### config.mk
export PLATFORM = sky130hd
export DESIGN_NAME = hazard_exc_ctrl_flat
export DESIGN_NICKNAME = d
export VERILOG_FILES = /design/src/rtl/hazard_exc_ctrl_pkg.sv /design/src/rtl/hazard_exc_ctrl_if.sv /design/src/rtl/hazard_exc_ctrl_mdu_busy_counter.sv /design/src/rtl/hazard_exc_ctrl.sv /design/src/flat_wrapper.sv
export SDC_FILE = /design/constraint.sdc
export NUM_CORES = 1
export LEC_CHECK = 0
export ABC_AREA = 1
export BUFFER_PORTS_ARGS = -buffer_cell sky130_fd_sc_hd__clkbuf_2
export CAP_MARGIN = 5
export CORE_ASPECT_RATIO = 0.5
export CORE_UTILIZATION = 38
export CTS_BUF_LIST = sky130_fd_sc_hd__clkbuf_4 sky130_fd_sc_hd__clkbuf_8
export DETAILED_ROUTE_END_ITERATION = 10
export PLACE_DENSITY = 0.68
export SETUP_SLACK_MARGIN = 0.05
export SLEW_MARGIN = 30
export SYNTH_ARGS = -nofsm -noshare
export SYNTH_HDL_FRONTEND = slang
export SYNTH_SLANG_ARGS = --single-unit
### constraint.sdc
create_clock -name clk -period 2.2 [get_ports clk]
set_clock_uncertainty 0.05 [all_clocks]
set_input_delay 0.55 -clock clk [delete_from_list [all_inputs] [get_ports clk]]
set_output_delay 0.55 -clock clk [all_outputs]
set_load 0.01 [all_outputs]
### src/rtl/hazard_exc_ctrl_pkg.sv
// Shared pipeline-control definitions: timing widths, MDU latencies,
// eret sequencer states and CP0 exception codes.
package pipe_ctrl_pkg;

  // Width of the Tuse/Tnew timing fields carried down the pipe.
  localparam int TUSE_W = 2;

  // MDU occupancy after issue, in cycles.
  localparam int          MDU_CNT_W    = 4;
  localparam logic [3:0]  MDU_MULT_LAT = 4'd5;
  localparam logic [3:0]  MDU_DIV_LAT  = 4'd10;

  // eret sequencer states.
  typedef enum logic [1:0] {
    ERET_IDLE = 2'd0,
    ERET_HOLD = 2'd1,
    ERET_GO   = 2'd2
  } eret_state_e;

  // CP0 ExcCode values; 0 doubles as "no synchronous exception / interrupt".
  localparam logic [4:0] EXC_INT  = 5'd0;
  localparam logic [4:0] EXC_ADEL = 5'd4;
  localparam logic [4:0] EXC_ADES = 5'd5;
  localparam logic [4:0] EXC_RI   = 5'd10;
  localparam logic [4:0] EXC_OV   = 5'd12;

endpackage

### src/rtl/hazard_exc_ctrl_if.sv
// Pipeline status in / stall-flush-redirect out bundle for the hazard and
// exception controller. master = pipeline side, slave = controller side.
interface hazard_exc_ctrl_if;
  import pipe_ctrl_pkg::*;

  logic [4:0]        d_rs;
  logic [4:0]        d_rt;
  logic              d_rs_used;
  logic              d_rt_used;
  logic [TUSE_W-1:0] d_rs_tuse;
  logic [TUSE_W-1:0] d_rt_tuse;
  logic [4:0]        e_dst;
  logic [4:0]        m_dst;
  logic [TUSE_W-1:0] e_tnew;
  logic [TUSE_W-1:0] m_tnew;
  logic              d_is_md;
  logic              e_md_start;
  logic              e_md_div;
  logic              d_is_eret;
  logic              e_mtc0_epc;
  logic              m_mtc0_epc;
  logic              m_valid;
  logic [4:0]        m_exc_code;
  logic              int_pending;

  logic              stall;
  logic              e_clr;
  logic              req;
  logic              eret_go;
  logic              md_busy;
  logic              in_handler;

  modport master (
    output d_rs, d_rt, d_rs_used, d_rt_used, d_rs_tuse, d_rt_tuse,
           e_dst, m_dst, e_tnew, m_tnew, d_is_md, e_md_start, e_md_div,
           d_is_eret, e_mtc0_epc, m_mtc0_epc, m_valid, m_exc_code, int_pending,
    input  stall, e_clr, req, eret_go, md_busy, in_handler
  );

  modport slave (
    input  d_rs, d_rt, d_rs_used, d_rt_used, d_rs_tuse, d_rt_tuse,
           e_dst, m_dst, e_tnew, m_tnew, d_is_md, e_md_start, e_md_div,
           d_is_eret, e_mtc0_epc, m_mtc0_epc, m_valid, m_exc_code, int_pending,
    output stall, e_clr, req, eret_go, md_busy, in_handler
  );

endinterface

### src/rtl/hazard_exc_ctrl_mdu_busy_counter.sv
// MDU occupancy down-counter: loaded with the mult/div latency on issue,
// counts down to zero, busy while non-zero.
module mdu_busy_counter
  import pipe_ctrl_pkg::*;
(
  input  logic clk,
  input  logic reset,
  input  logic i_load,
  input  logic i_div,
  output logic o_busy
);

  logic [MDU_CNT_W-1:0] r_cnt;

  // Load on issue, otherwise count down and park at zero.
  always_ff @(posedge clk) begin
    if (reset) begin
      r_cnt <= '0;
    end else if (i_load) begin
      r_cnt <= i_div ? MDU_DIV_LAT : MDU_MULT_LAT;
    end else if (r_cnt != '0) begin
      r_cnt <= r_cnt - 1'b1;
    end
  end

  assign o_busy = (r_cnt != '0);

endmodule

### src/rtl/hazard_exc_ctrl.sv
// Hazard / exception controller: data-hazard and MDU stalls, eret
// sequencing around pending EPC writes, exception request and handler flag.
module hazard_exc_ctrl
  import pipe_ctrl_pkg::*;
(
  input  logic            clk,
  input  logic            reset,
  hazard_exc_ctrl_if.slave bus
);

  localparam logic [1:0] S_IDLE = ERET_IDLE;
  localparam logic [1:0] S_HOLD = ERET_HOLD;
  localparam logic [1:0] S_GO   = ERET_GO;

  logic [1:0] r_state;
  logic [1:0] w_state_nxt;
  logic       r_in_handler;
  logic       w_hz_rs;
  logic       w_hz_rt;
  logic       w_req;
  logic       w_md_start;
  logic       w_cnt_busy;
  logic       w_md_busy;
  logic       w_hold;
  logic       w_stall;
  logic       w_eret_go;
  logic       w_epc_pending;

  // A source stalls when a younger-than-needed producer in E or M targets it.
  function automatic logic src_hazard(
    input logic              used,
    input logic [4:0]        src,
    input logic [TUSE_W-1:0] tuse,
    input logic [4:0]        edst,
    input logic [TUSE_W-1:0] etnew,
    input logic [4:0]        mdst,
    input logic [TUSE_W-1:0] mtnew
  );
    return used && (src != 5'd0) &&
           (((edst == src) && (etnew > tuse)) || ((mdst == src) && (mtnew > tuse)));
  endfunction

  assign w_hz_rs = src_hazard(bus.d_rs_used, bus.d_rs, bus.d_rs_tuse,
                              bus.e_dst, bus.e_tnew, bus.m_dst, bus.m_tnew);
  assign w_hz_rt = src_hazard(bus.d_rt_used, bus.d_rt, bus.d_rt_tuse,
                              bus.e_dst, bus.e_tnew, bus.m_dst, bus.m_tnew);

  // An interrupt is only taken outside the handler; sync exceptions always are.
  assign w_req = bus.m_valid &&
                 ((bus.m_exc_code != EXC_INT) || (bus.int_pending && !r_in_handler));

  // A flushed mult/div never reaches the MDU.
  assign w_md_start = bus.e_md_start && !w_req;

  mdu_busy_counter u_mdu (
    .clk    (clk),
    .reset  (reset),
    .i_load (w_md_start),
    .i_div  (bus.e_md_div),
    .o_busy (w_cnt_busy)
  );

  assign w_md_busy     = w_cnt_busy || w_md_start;
  assign w_hold        = (r_state == S_HOLD);
  assign w_epc_pending = bus.e_mtc0_epc || bus.m_mtc0_epc;
  assign w_stall       = (w_hz_rs || w_hz_rt || (w_md_busy && bus.d_is_md) || w_hold) && !w_req;
  assign w_eret_go     = (r_state == S_GO) && !w_req;

  // eret waits in HOLD until no mtc0 to EPC is in flight, then redirects once.
  always_comb begin
    w_state_nxt = r_state;
    if (w_req) begin
      w_state_nxt = S_IDLE;
    end else begin
      case (r_state)
        S_IDLE:  if (bus.d_is_eret) w_state_nxt = w_epc_pending ? S_HOLD : S_GO;
        S_HOLD:  if (!w_epc_pending) w_state_nxt = S_GO;
        S_GO:    w_state_nxt = S_IDLE;
        default: w_state_nxt = S_IDLE;
      endcase
    end
  end

  // Sequencer state register.
  always_ff @(posedge clk) begin
    if (reset) r_state <= S_IDLE;
    else       r_state <= w_state_nxt;
  end

  // Handler flag: set on exception entry, cleared on eret; entry wins.
  always_ff @(posedge clk) begin
    if (reset)          r_in_handler <= 1'b0;
    else if (w_req)     r_in_handler <= 1'b1;
    else if (w_eret_go) r_in_handler <= 1'b0;
  end

  assign bus.stall      = w_stall;
  assign bus.e_clr      = w_stall;
  assign bus.req        = w_req;
  assign bus.eret_go    = w_eret_go;
  assign bus.md_busy    = w_md_busy;
  assign bus.in_handler = r_in_handler;

endmodule

### src/flat_wrapper.sv
// flat-port wrapper written by rule: the top's interface ports become plain ports
module hazard_exc_ctrl_flat import pipe_ctrl_pkg::*;
  (clk, reset, bus_d_rs, bus_d_rt, bus_d_rs_used, bus_d_rt_used, bus_d_rs_tuse, bus_d_rt_tuse, bus_e_dst, bus_m_dst, bus_e_tnew, bus_m_tnew, bus_d_is_md, bus_e_md_start, bus_e_md_div, bus_d_is_eret, bus_e_mtc0_epc, bus_m_mtc0_epc, bus_m_valid, bus_m_exc_code, bus_int_pending, bus_stall, bus_e_clr, bus_req, bus_eret_go, bus_md_busy, bus_in_handler);
  hazard_exc_ctrl_if bus_i ();
  input  logic clk;
  input  logic reset;
  input wire logic [$bits(bus_i.d_rs)-1:0] bus_d_rs;
  input wire logic [$bits(bus_i.d_rt)-1:0] bus_d_rt;
  input wire logic [$bits(bus_i.d_rs_used)-1:0] bus_d_rs_used;
  input wire logic [$bits(bus_i.d_rt_used)-1:0] bus_d_rt_used;
  input wire logic [$bits(bus_i.d_rs_tuse)-1:0] bus_d_rs_tuse;
  input wire logic [$bits(bus_i.d_rt_tuse)-1:0] bus_d_rt_tuse;
  input wire logic [$bits(bus_i.e_dst)-1:0] bus_e_dst;
  input wire logic [$bits(bus_i.m_dst)-1:0] bus_m_dst;
  input wire logic [$bits(bus_i.e_tnew)-1:0] bus_e_tnew;
  input wire logic [$bits(bus_i.m_tnew)-1:0] bus_m_tnew;
  input wire logic [$bits(bus_i.d_is_md)-1:0] bus_d_is_md;
  input wire logic [$bits(bus_i.e_md_start)-1:0] bus_e_md_start;
  input wire logic [$bits(bus_i.e_md_div)-1:0] bus_e_md_div;
  input wire logic [$bits(bus_i.d_is_eret)-1:0] bus_d_is_eret;
  input wire logic [$bits(bus_i.e_mtc0_epc)-1:0] bus_e_mtc0_epc;
  input wire logic [$bits(bus_i.m_mtc0_epc)-1:0] bus_m_mtc0_epc;
  input wire logic [$bits(bus_i.m_valid)-1:0] bus_m_valid;
  input wire logic [$bits(bus_i.m_exc_code)-1:0] bus_m_exc_code;
  input wire logic [$bits(bus_i.int_pending)-1:0] bus_int_pending;
  output wire logic [$bits(bus_i.stall)-1:0] bus_stall;
  output wire logic [$bits(bus_i.e_clr)-1:0] bus_e_clr;
  output wire logic [$bits(bus_i.req)-1:0] bus_req;
  output wire logic [$bits(bus_i.eret_go)-1:0] bus_eret_go;
  output wire logic [$bits(bus_i.md_busy)-1:0] bus_md_busy;
  output wire logic [$bits(bus_i.in_handler)-1:0] bus_in_handler;
  assign bus_i.d_rs = bus_d_rs;
  assign bus_i.d_rt = bus_d_rt;
  assign bus_i.d_rs_used = bus_d_rs_used;
  assign bus_i.d_rt_used = bus_d_rt_used;
  assign bus_i.d_rs_tuse = bus_d_rs_tuse;
  assign bus_i.d_rt_tuse = bus_d_rt_tuse;
  assign bus_i.e_dst = bus_e_dst;
  assign bus_i.m_dst = bus_m_dst;
  assign bus_i.e_tnew = bus_e_tnew;
  assign bus_i.m_tnew = bus_m_tnew;
  assign bus_i.d_is_md = bus_d_is_md;
  assign bus_i.e_md_start = bus_e_md_start;
  assign bus_i.e_md_div = bus_e_md_div;
  assign bus_i.d_is_eret = bus_d_is_eret;
  assign bus_i.e_mtc0_epc = bus_e_mtc0_epc;
  assign bus_i.m_mtc0_epc = bus_m_mtc0_epc;
  assign bus_i.m_valid = bus_m_valid;
  assign bus_i.m_exc_code = bus_m_exc_code;
  assign bus_i.int_pending = bus_int_pending;
  assign bus_stall = bus_i.stall;
  assign bus_e_clr = bus_i.e_clr;
  assign bus_req = bus_i.req;
  assign bus_eret_go = bus_i.eret_go;
  assign bus_md_busy = bus_i.md_busy;
  assign bus_in_handler = bus_i.in_handler;
  hazard_exc_ctrl u_core (.clk(clk), .reset(reset), .bus(bus_i));
endmodule
# Word-level counts from Yosys, hierarchy flattened
# Index checks and enable logic that the tools add are counted.
op_classes:
  n_lt_le_gt_ge: 4
  n_mux: 9
  n_reduce_logical: 33
  add_sub_neg: 1
  n_eq_ne: 8
op_table:
  columns: ["operator", "count"]
  rows:
  - ["$eq A5 B5 Y1", 4]
  - ["$reduce_bool A5 Y1", 3]
  - ["$logic_and A1 B1 Y1", 14]
  - ["$mux W4", 3]
  - ["$gt A2 B2 Y1", 4]
  - ["$logic_or A1 B1 Y1", 8]
  - ["$mux W2", 3]
  - ["$ne A2 B2 Y1 const B", 2]
  - ["$pmux W2 S2", 1]
  - ["$reduce_bool A2 Y1", 2]
  - ["$reduce_bool A4 Y1", 1]
  - ["$sub A4 B1 Y4 const B", 1]
  - ["$eq A2 B1 Y1 const B", 1]
  - ["$eq A2 B2 Y1 const B", 1]
  - ["$logic_not A1 Y1", 2]
  - ["$logic_not A2 Y1", 1]
  - ["$mux W1", 2]
  - ["$reduce_and A2 Y1", 1]
  - ["$reduce_or A2 Y1", 1]
word_totals:
  inputBits: 45
  regBits: 7

# Logic depth before layout (Yosys ltp)
depth:
  depth_word: 11
  ltp_mapped: 14

# By module
# Synthesis repeated with hierarchy kept, for this count alone.
hier_totals:
  cells_unflattened: 189
  area_unflattened_um2: 997.2
modules_own_cells:
  columns: ["mod", "cells_each", "seq_area_each_um2", "area_per_inst_um2", "instances"]
  rows:
  - ["hazard_exc_ctrl", 149, 60.1, 748.2, 1]
  - ["mdu_busy_counter", 40, 80.1, 249.0, 1]

# Least setup slack after synthesis
# OpenSTA, ideal clock, no wires.
synth_path:
  path_kind: "input port to output port"
  start: "input bus_d_rt_tuse[1]"
  end: "output bus_stall"
  required_ns: 1.600
  path_stages: 14
  setup_slack_ns: -0.133
  arrival_time_ns: 1.733
  n_path_buf: 1
  cell_sequence: "inv_1 -> ha_1 -> nand2_1 -> inv_1 -> nor2_1 -> nand2_1 -> nor2_1 -> nand2_1 -> nand2_1 -> nand2_1 -> nand2_1 -> nor2_1 -> nor2_1 -> buf_4"
synth_between:
  elab_chain_len: 8
  elab_cells_between_ends: 10
  classes_between: "order compare: 2; reduce/logical: 8"
synth_lines:
  columns: ["element", "line_no", "rtl"]
  rows:
  - ["start: declaration", "flat_wrapper.sv:12", "input wire logic [$bits(bus_i.d_rt_tuse)-1:0] bus_d_rt_tuse;"]
  - ["$gt A2 B2 Y1", "hazard_exc_ctrl.sv:40", "(((edst == src) && (etnew > tuse)) || ((mdst == src) && (mtnew > tuse)));"]
  - ["$logic_and A1 B1 Y1", "hazard_exc_ctrl.sv:40", null]
  - ["$logic_or A1 B1 Y1 (*)", "hazard_exc_ctrl.sv:40", null]
  - ["$logic_and A1 B1 Y1 (*)", "hazard_exc_ctrl.sv:39", "return used && (src != 5'd0) &&"]
  - ["$logic_or A1 B1 Y1 (*) (3 in a row)", "hazard_exc_ctrl.sv:66", "assign w_stall = (w_hz_rs || w_hz_rt || (w_md_busy && bus.d_is_md) || w_hold) && !w_req;"]
  - ["$logic_and A1 B1 Y1 (*)", "hazard_exc_ctrl.sv:66", null]
  - ["end: declaration", "flat_wrapper.sv:26", "output wire logic [$bits(bus_i.stall)-1:0] bus_stall;"]
# Every way passes the cells marked *; elsewhere a longest branch is shown, timed or not.

# Worst setup path after layout
# Ends and elaborated chain as after synthesis.

==> impl_metrics.py <==
metrics = {
    "synthesis": {
        "syn_area_per_cell_um2": 5.49,
        "ys_seq_area_share_pct": 13.7,
        "synth_seq_cells": 7,
        "syn_area_mm2": 0.00103,
        "yosys-top-cells-area": "nand2_1 (23%), inv_1 (14%), dfxtp_1 (14%)",
        "synth-adder-area-share_pct": 12.2,
        "synth_cell_type_count": 23,
        "synth_simple_gate_area_share_pct": 42.8,
        "synth_top_area_share_pct": 23.4,
        "synth_compound_area_share_pct": 8.41,
        "yosys.area_share.xor_xnor_pct": 5.98,
        "synth_top_family_by_area": "simple AND/OR/NAND/NOR gates",
        "synth_top_area_cell": "nand2_1",
        "synth_mux_area_share_pct": 0,
        "syn_inst": 187,
        "yosysWarningCount": 0,
        "synth_fp_nets": 242,
    },
    "cells_and_area": {
        "n_antenna_cell": 0,
        "fin_nets": 298,
        "seqCellArea_um2": 140,
        "fillers": 246,
        "drive_above_1_share_pct": 33.9,
        "final_util_pct": 62.6,
        "multi_input_area_um2": 769,
        "syn_to_final_growth_pct": 44.6,
    },
    "hold_path": {
        "min_path_type": "reg2reg",
        "hp-start": "u_core.bus.in_handler$_SDFFE_PP0P_",
        "hold_end": "u_core.bus.in_handler$_SDFFE_PP0P_",
        "worstHoldPathCells": 2,
    },
    "sta": {
        "setup_viol": 2,
        "worst_slack_ps": -215,
        "period_share_pct": 110,
        "tightest_slew_ps": 265,
        "max_freq_ghz": 0.414,
        "holdWs_ps": 432,
        "period_needed_ps": 2420,
        "slew_violations": 0,
        "rsz0062_at_grt": "true",
        "final_hold_viol_count": 0,
        "slew_headroom_pct": 82.3,
    },
    "status": {
        "failed_checks": "negative setup slack",
        "outcome": "finished, violations left",
    },
    "grt": {
        "grt_pass1_vias": 1046,
        "grt_overflow": 0,
        "grt_max_degree": 6,
        "grt_usage_pct": 19.6,
        "antenna_found_initial": 0,
        "grt_pass1_wl_um": 4250,
    },
    "power_and_ir_drop": {
        "p_leak_nw": 0.911,
        "clkPwrFrac_pct": 21.8,
        "power_frac_seq_pct": 21.0,
        "combPwrFrac_pct": 57.2,
        "p_int_mw": 0.497,
        "switching_share_pct": 41.4,
        "power.density_mw_per_mm2": 572,
        "ir_drop_uv": 479,
        "power.switching_mw": 0.351,
    },
    "worst_setup_path": {
        "crit_top_cell": "nand2_1",
        "path_class": "in2out",
        "startpoint": "bus_d_rt_tuse[1]",
        "crit_chain": "clkbuf_16 > inv_12 > ha_4 > inv_2 > o21bai_1 > nand2_1 > nor2_1 > nand2_1 > nand2_1 > nand2_1 > nand2_1 > nor2_1 > nor2_2 > buf_2",
        "r2r_slack_ps": 890,
        "crit_fanout": 2,
        "endpoint_kind": "output port",
        "slowest_delay_ps": 260,
        "start_kind": "primary input",
        "r2r_start": "u_core.bus.in_handler$_SDFFE_PP0P_",
        "worstPathArrival_ps": 1820,
        "required_ps": 1600,
        "r2r-end": "u_core.u_mdu.r_cnt[1]$_SDFFE_PP0P_",
        "worstRegToRegCells": 10,
        "cp_slowest_cell": "ha_4",
    },
    "detailed_routing": {
        "drt_wl_total_um": 2570,
        "vias": 1195,
        "drtIter0Drc": 39,
        "route.detailed.drc": 0,
        "wl_per_cell_um": 9.27,
        "dr.pass1.iters": 4,
        "ant_nets": 0,
        "vias_per_cell": 4.31,
    },
    "die": {
        "start_util_pct": 43.2,
        "die_x_um": 75.5,
        "die_h_um": 38.7,
        "rows": 12,
        "io_pins": 51,
        "dieArea_mm2": 0.00292,
        "coreArea_mm2": 0.00237,
    },
    "clock_tree": {
        "cts_tree": "yes",
        "insertion_delay_ps": 230,
        "cts-root-buf": "clkbuf_8",
        "cts_max_level": 1,
        "cts_buffer_depth": 2,
        "cts.sinks": 7,
        "cts_buffers": 3,
        "clkTransAtPathRegs_ps": 40,
        "post_cts_buffers": 0,
    },
    "placed_design": {
        "dp_hpwl_um": 2240,
        "io_buffers": 50,
        "gp_congestion": 0.841,
    },
    "job": {
        "maxCapViolations": 0,
    },
}
==> final cells by class <==
cell class | count | area share, %
clock buffer | 3 | 2.78
clock inverter | 1 | 0.337
timing repair buffer | 52 | 20.2
inverter | 44 | 12.4
tap | 35 | 2.95
multi-input combinational | 135 | 51.9
sequential | 7 | 9.44
==> flip-flops by register name (all words and copies together), names as in the netlist <==
name,flops
u_core.u_mdu.r_cnt,4
u_core.r_state,2
u_core.bus.in_handler,1
==> Yosys cell counts, drive strengths merged <==
master / count
a21oi: 7
buf: 1
clkinv: 1
dfxtp: 7
ha: 10
inv: 43
nand2: 68
nand3: 8
nand4: 2
nor2: 24
nor3: 2
o2111ai: 1
o21ai: 4
o21bai: 1
or2: 1
xnor2: 1
xor2: 6
==> power groups by stage <==
stage | logic [mW] | registers, mW | clock network, mW
2_1_floorplan | 0.342 | 0.179 | 0
3_3_place_gp | 0.464 | 0.180 | 0
3_5_place_dp | 0.472 | 0.180 | 0
4_1_cts | 0.486 | 0.178 | 0.188
5_1_grt | 0.559 | 0.184 | 0.197
6_report | 0.486 | 0.178 | 0.185
==> per-layer routing <==
metal | vias to the layer above | part of all wire [%] | GRT usage, %
met2 | 28 | 47 | 35.3
li1 | 671 | - | -
met3 | 0 | 5.1 | 3.13
met4 | 0 | 0 | 4.17
met5 | - | 0 | 0
met1 | 496 | 48 | 24.9
==> per-stage QoR <==
step                      std cells  TNS, ps  instance area, µm²  power [mW]  setup WS (ps)
after floorplan                 187    -17.0                1100       0.521          -17.0
after global placement          273     -507                1400       0.644           -254
after detailed placement        273     -636                1400       0.652           -318
after CTS                       277     -403                1470       0.852           -202
after global routing            277     -646                1480       0.939           -327
final                           277     -430                1480       0.848           -215
==> how the worst max path moves through the flow <==
stage / end / slack, ps / cells past startpoint
finish: bus_stall / -220 / 14
global route: bus_stall / -330 / 15
CTS: bus_stall / -200 / 14
detailed placement: bus_stall / -320 / 14
global placement: bus_e_clr / -250 / 14
floorplan: bus_stall / -20 / 13
==> cells in the final DEF, fill, tap and decap left out, drive strengths merged, types with 2 or more instances in the layout <==
cell,instances
buf,5
nand2,68
ha,10
clkbuf,50
nor2,24
nand4,2
inv,43
xor2,6
nor3,2
clkinv,2
nand3,8
dfxtp,7
o21ai,4
a21oi,7
==> critical path: cells and delay by family <==
family | cells | cell delay, ps
compound gates | 1 | 120
fa+ha+maj | 1 | 260
buf+inv | 4 | 310
simple gates | 8 | 560
==> cell families after synthesis <==
| group | count (synthesis) |
|---|---|
| xor gates and xnor gates | 7 |
| buffers and inverters | 45 |
| DFF | 7 |
| adders and majority gates | 10 |
| AOI/OAI and AO/OA | 13 |
| and+or+nand+nor | 105 |
==> repair_timing <==
action / CTS / global route
hold buffers: 0 / 0
setup endpoints to repair: 2 / 2
pin swaps: 10 / 1
gates resized for setup: 5 / 7
Power figures use the tool's default switching activity.
